<file path="src/rtl/edge_event_arbiter.sv">
// Rising-edge event capture on N_CH lines with a round-robin single-slot output.
// Define EDGE_EVT_CNT_EN to add per-channel accepted-grant counters on evt_cnt.
module edge_event_arbiter #(
    parameter int N_CH  = 4,
    parameter int CNT_W = 8,
    localparam int ID_W = (N_CH > 1) ? $clog2(N_CH) : 1
) (
    input  logic              clk,
    input  logic              rst_n,
    input  logic [N_CH-1:0]   in,
    input  logic              evt_ready,
    input  logic              clr_ovf,
    output logic              evt_valid,
    output logic [ID_W-1:0]   evt_id,
    output logic [N_CH-1:0]   pending,
    output logic [N_CH-1:0]   overflow
`ifdef EDGE_EVT_CNT_EN
    ,
    output logic [N_CH*CNT_W-1:0] evt_cnt
`endif
);

    if (N_CH < 2 || N_CH > 16) begin : g_bad_n_ch
        $error("edge_event_arbiter: N_CH must be in 2..16");
    end
    if (CNT_W < 1) begin : g_bad_cnt_w
        $error("edge_event_arbiter: CNT_W must be at least 1");
    end

    typedef enum logic [1:0] {IDLE, RISE, HIGH} ch_state_e;

    ch_state_e         state     [N_CH];
    ch_state_e         state_nxt [N_CH];
    logic [N_CH-1:0]   rise_evt;
    logic [N_CH-1:0]   gnt;
    logic [ID_W-1:0]   rr_ptr;
    logic [ID_W-1:0]   sel_id;
    logic [ID_W-1:0]   cand;
    logic              found;
    logic              loadable;

    always_ff @(posedge clk or negedge rst_n) begin
        if (!rst_n) begin
            for (int i = 0; i < N_CH; i++) state[i] <= IDLE;
        end else begin
            for (int i = 0; i < N_CH; i++) state[i] <= state_nxt[i];
        end
    end

    // An edge is only recognised from IDLE, so a held level needs a sampled low to re-arm.
    always_comb begin
        rise_evt = '0;
        for (int i = 0; i < N_CH; i++) begin
            state_nxt[i] = state[i];
            unique case (state[i])
                IDLE: if (in[i]) begin
                    state_nxt[i] = RISE;
                    rise_evt[i]  = 1'b1;
                end
                RISE:    state_nxt[i] = in[i] ? HIGH : IDLE;
                HIGH:    if (!in[i]) state_nxt[i] = IDLE;
                default: state_nxt[i] = IDLE;
            endcase
        end
    end

    assign loadable = !evt_valid || evt_ready;

    // Round-robin search starts one past the last granted channel.
    always_comb begin
        found  = 1'b0;
        sel_id = '0;
        cand   = '0;
        gnt    = '0;
        for (int k = 1; k <= N_CH; k++) begin
            cand = ID_W'((int'(rr_ptr) + k) % N_CH);
            if (!found && pending[cand]) begin
                found  = 1'b1;
                sel_id = cand;
            end
        end
        if (found && loadable) gnt[sel_id] = 1'b1;
    end

    always_ff @(posedge clk or negedge rst_n) begin
        if (!rst_n) begin
            pending   <= '0;
            overflow  <= '0;
            evt_valid <= 1'b0;
            evt_id    <= '0;
            rr_ptr    <= ID_W'(N_CH - 1);
        end else begin
            // A fresh edge on the channel being granted re-queues instead of overflowing.
            pending  <= (pending & ~gnt) | rise_evt;
            overflow <= (clr_ovf ? '0 : overflow) | (rise_evt & pending & ~gnt);
            if (loadable) begin
                evt_valid <= found;
                if (found) begin
                    evt_id <= sel_id;
                    rr_ptr <= sel_id;
                end
            end
        end
    end

`ifdef EDGE_EVT_CNT_EN
    always_ff @(posedge clk or negedge rst_n) begin
        if (!rst_n) begin
            evt_cnt <= '0;
        end else if (evt_valid && evt_ready) begin
            evt_cnt[int'(evt_id)*CNT_W +: CNT_W] <= evt_cnt[int'(evt_id)*CNT_W +: CNT_W] + CNT_W'(1);
        end
    end
`endif

endmodule

</file>
<file path="config.mk">
export PLATFORM = sky130hd
export DESIGN_NAME = edge_event_arbiter
export DESIGN_NICKNAME = d
export VERILOG_FILES = /design/src/rtl/edge_event_arbiter.sv
export SDC_FILE = /design/constraint.sdc
export NUM_CORES = 1
export LEC_CHECK = 0
export ABC_CLOCK_PERIOD_IN_PS = 2000
export CORE_MARGIN = 2
export CORE_UTILIZATION = 35
export DETAILED_ROUTE_END_ITERATION = 6
export GPL_TIMING_DRIVEN = 1
export PLACE_DENSITY = 0.62
export RECOVER_POWER = 50
export SLEW_MARGIN = 10
export SYNTH_ARGS = -nofsm -noshare
export SYNTH_HDL_FRONTEND = slang
export SYNTH_SLANG_ARGS = --single-unit
</file>
<file path="constraint.sdc">
create_clock -name clk -period 2 [get_ports clk]
set_clock_uncertainty 0.05 [all_clocks]
set_input_delay 0.4 -clock clk [delete_from_list [all_inputs] [get_ports clk]]
set_output_delay 0.4 -clock clk [all_outputs]
set_load 0.03 [all_outputs]
</file>
==> run_results.csv <==
group,metric,value,unit
outcome,outcome,"completed",
cells_and_area,layout.nets,119,
placed_design,gp_congestion,0.802,
synth,synth.top_cell.area_share,0.505,
run,max_cap_violations,0,
synth,syn_area,942,um2
setup_path,cp-start-kind,"flop",
setup_path,path_cells,"clkdlybuf4s50_1",
sta,max_slew.worst_pin.slew,628,ps
sta,slew_violations,0,
synth,synthDistinctLibCells,27,
synth,seq_area_frac_synth,0.560,
synth,synthesis.nets,95,
grt,antenna_found_initial,0,
detailed_routing,wl_per_cell,12.6,um
cells_and_area,fillCellCount,269,
die,core_area,2520,um2
synth,synth_edf_count,0,
synth,netlist_instances,87,
setup_path,crit_path_end_kind,"output port",
synth,syn_avg_cell_area,10.8,um2
die,rows,18,
power_and_ir_drop,p_leak,0.531,nW
die,die_area,3120,um2
sta,setup_viol,0,
worst_hold_path,hold_path_class,"primary input to async pin",
grt,grt-ovfl-total,0,
detailed_routing,drt_pass1_iterations,4,
sta,hold_viol,0,
die,dieHeight,55.9,um
detailed_routing,vias,704,
power_and_ir_drop,power_density,1480,nW/um2
sta,slew-limit-headroom,0.581,
synth,synth_most_common_cell,"dfrtp_1",
setup_path,arrival,1470,ps
setup_path,worst_path_max_delay_cell,"clkdlybuf4s50_1",
setup_path,slowest_delay,710,ps
synth,synth_area_leaders,"dfrtp_1 50%, dfstp_2 5.6%, a21oi_1 4.8%, xor2_1 3.7%, a21o_1 3.2%",
detailed_routing,wirelength,1770,um
setup_path,cpLargestDelayFamily,"buffers and inverters",
die,pin_count,19,
power_and_ir_drop,ir_drop,0.000892,V
placed_design,dp_hpwl,1340,um
die,die_w,55.9,um
synth,dominantRegCellSynth,"dfrtp_1",
clock_network,insertion_delay,300,ps
sta,finalCriticalPeriod,1920,ps
synth,synth_common_cells,"19 x dfrtp_1, 9 x a21oi_1, 6 x nor2_1",
sta,clock.fmax,521,MHz
sta,worst_hold_slack,420,ps
detailed_routing,drcViolationCount,0,
sta,tns,0,ps
setup_path,critPathMaxFanout,7,
synth,yosys_warnings,0,
detailed_routing,drtIter0Drc,13,
grt,grt_pass1_vias,668,
clock_network,cts_hold_buf,0,
cells_and_area,drive_gt1_frac,0.100,
cells_and_area,antenna_cells,0,
cells_and_area,area_growth,26.3,%
synth,async_flop_share,1.00,
sta,period_share,0.960,
die,initial_core_util,0.374,
clock_network,cts_buffers,3,
grt,grt_max_degree,13,
grt,grt_usage,0.131,
setup_path,critPathBufInv,1,
placed_design,io_buffers,18,
detailed_routing,postRouteAntennaNets,0,
clock_network,clk_pin_slew_worst_paths,110,ps
clock_network,cts_tree,"yes",
clock_network,cts_max_level,1,
synth,synth_seq_cells,21,
grt,grt_pass1_wl,3140,um
clock_network,cts_root_buf,"clkbuf_4",
setup_path,path_class,"flop to output port",
detailed_routing,vias_per_cell,5.03,
synth,yosys.area.top_type,"dfrtp_1",
clock_network,clockBufferDepth,2,
clock_network,cts_sinks,21,
setup_path,crit_required,1550,ps
sta,rsz0062_at_grt,"false",
[stage by stage]
stage	cell area [um2]	instances	power, mW	setup slack [ps]	util
after floorplan	942	87	1.30	343	-
after CTS	1190	140	1.79	43.2	0.474
final	1190	140	1.76	79.9	0.472
after detailed placement	1170	136	1.60	165	0.464
after global placement	1170	136	1.58	193	0.464
after global routing	1190	140	1.90	11.7	0.472
[layout make-up]
class                   count  area, um2  area share
inverters                   5       18.8      0.0158
multi-input cells          59        383       0.322
flip-flops and latches     21        528       0.444
clock buffers               3       22.5      0.0189
repair buffers             21        195       0.164
well taps                  30       37.5      0.0315
clock inverters             1       5.00     0.00421
[sequential cells by signal, indices dropped and copies added, names as in the netlist]
signal and flops:
pending 4, rr_ptr 2, overflow 4, evt_valid 1, state 8, evt_id 2
[power by group]
part	internal, mW	leakage [nW]	switching (mW)
Combinational	0.384	0.265	0.462
Clock	0.0745	0.0177	0.124
Sequential	0.579	0.248	0.139
Total	1.04	0.531	0.725
[per-layer routing]
layer / global-route usage / vias up / wire length [um]
li1: - / 352 / -
met3: 0.0302 / 4 / 82
met2: 0.196 / 16 / 781
met1: 0.170 / 332 / 861
met5: 0 / - / 0
met4: 0.0816 / 0 / 44
[cells in the final DEF (no fill, tap or decap), types with 2 or more instances in the layout]
cell,n
dlygate4sd2_1,2
nor2_1,6
inv_1,5
nor3b_1,4
xor2_1,4
clkbuf_1,2
o22ai_1,2
o21ai_0,3
clkdlybuf4s50_1,14
and2b_2,2
a21o_1,4
and2_0,4
o21bai_1,2
clkbuf_4,3
dfrtp_1,19
nor2b_1,2
nand2_1,4
a21oi_1,9
dfstp_2,2
nor3_1,4
[kinds of logic (layout without fill, tap and decap cells)]
kind of cell / count (synthesis) / in the layout / synth area share
AND/OR/NAND/NOR: 31 / 31 / 0.189
buffers and inverters: 7 / 30 / 0.0332
XOR/XNOR: 4 / 4 / 0.0372
AO/OA/AOI/OAI: 24 / 24 / 0.181
flip-flops: 21 / 21 / 0.560
[worst paths after layout]
path | start | endpoint | slack (ps) | cells after the start
worst min register to register | state[0] | state[0] | 440 | 1
min in group clk | state[0] | state[0] | 440 | 1
max in group asynchronous | rst_n | state[4] | 580 | 2
worst max register to register | pending[1] | overflow[3] | 300 | 4
worst max-delay path | pending[0] | pending[0] | 80 | 1
worst min-delay path | rst_n | evt_id[1] | 420 | 1
[what timing repair did]
item                                    CTS  global route
buffers inserted                          0             0
gates resized for setup                   2             1
endpoints found under the setup margin    2             1
Power figures use the tool's default switching activity.
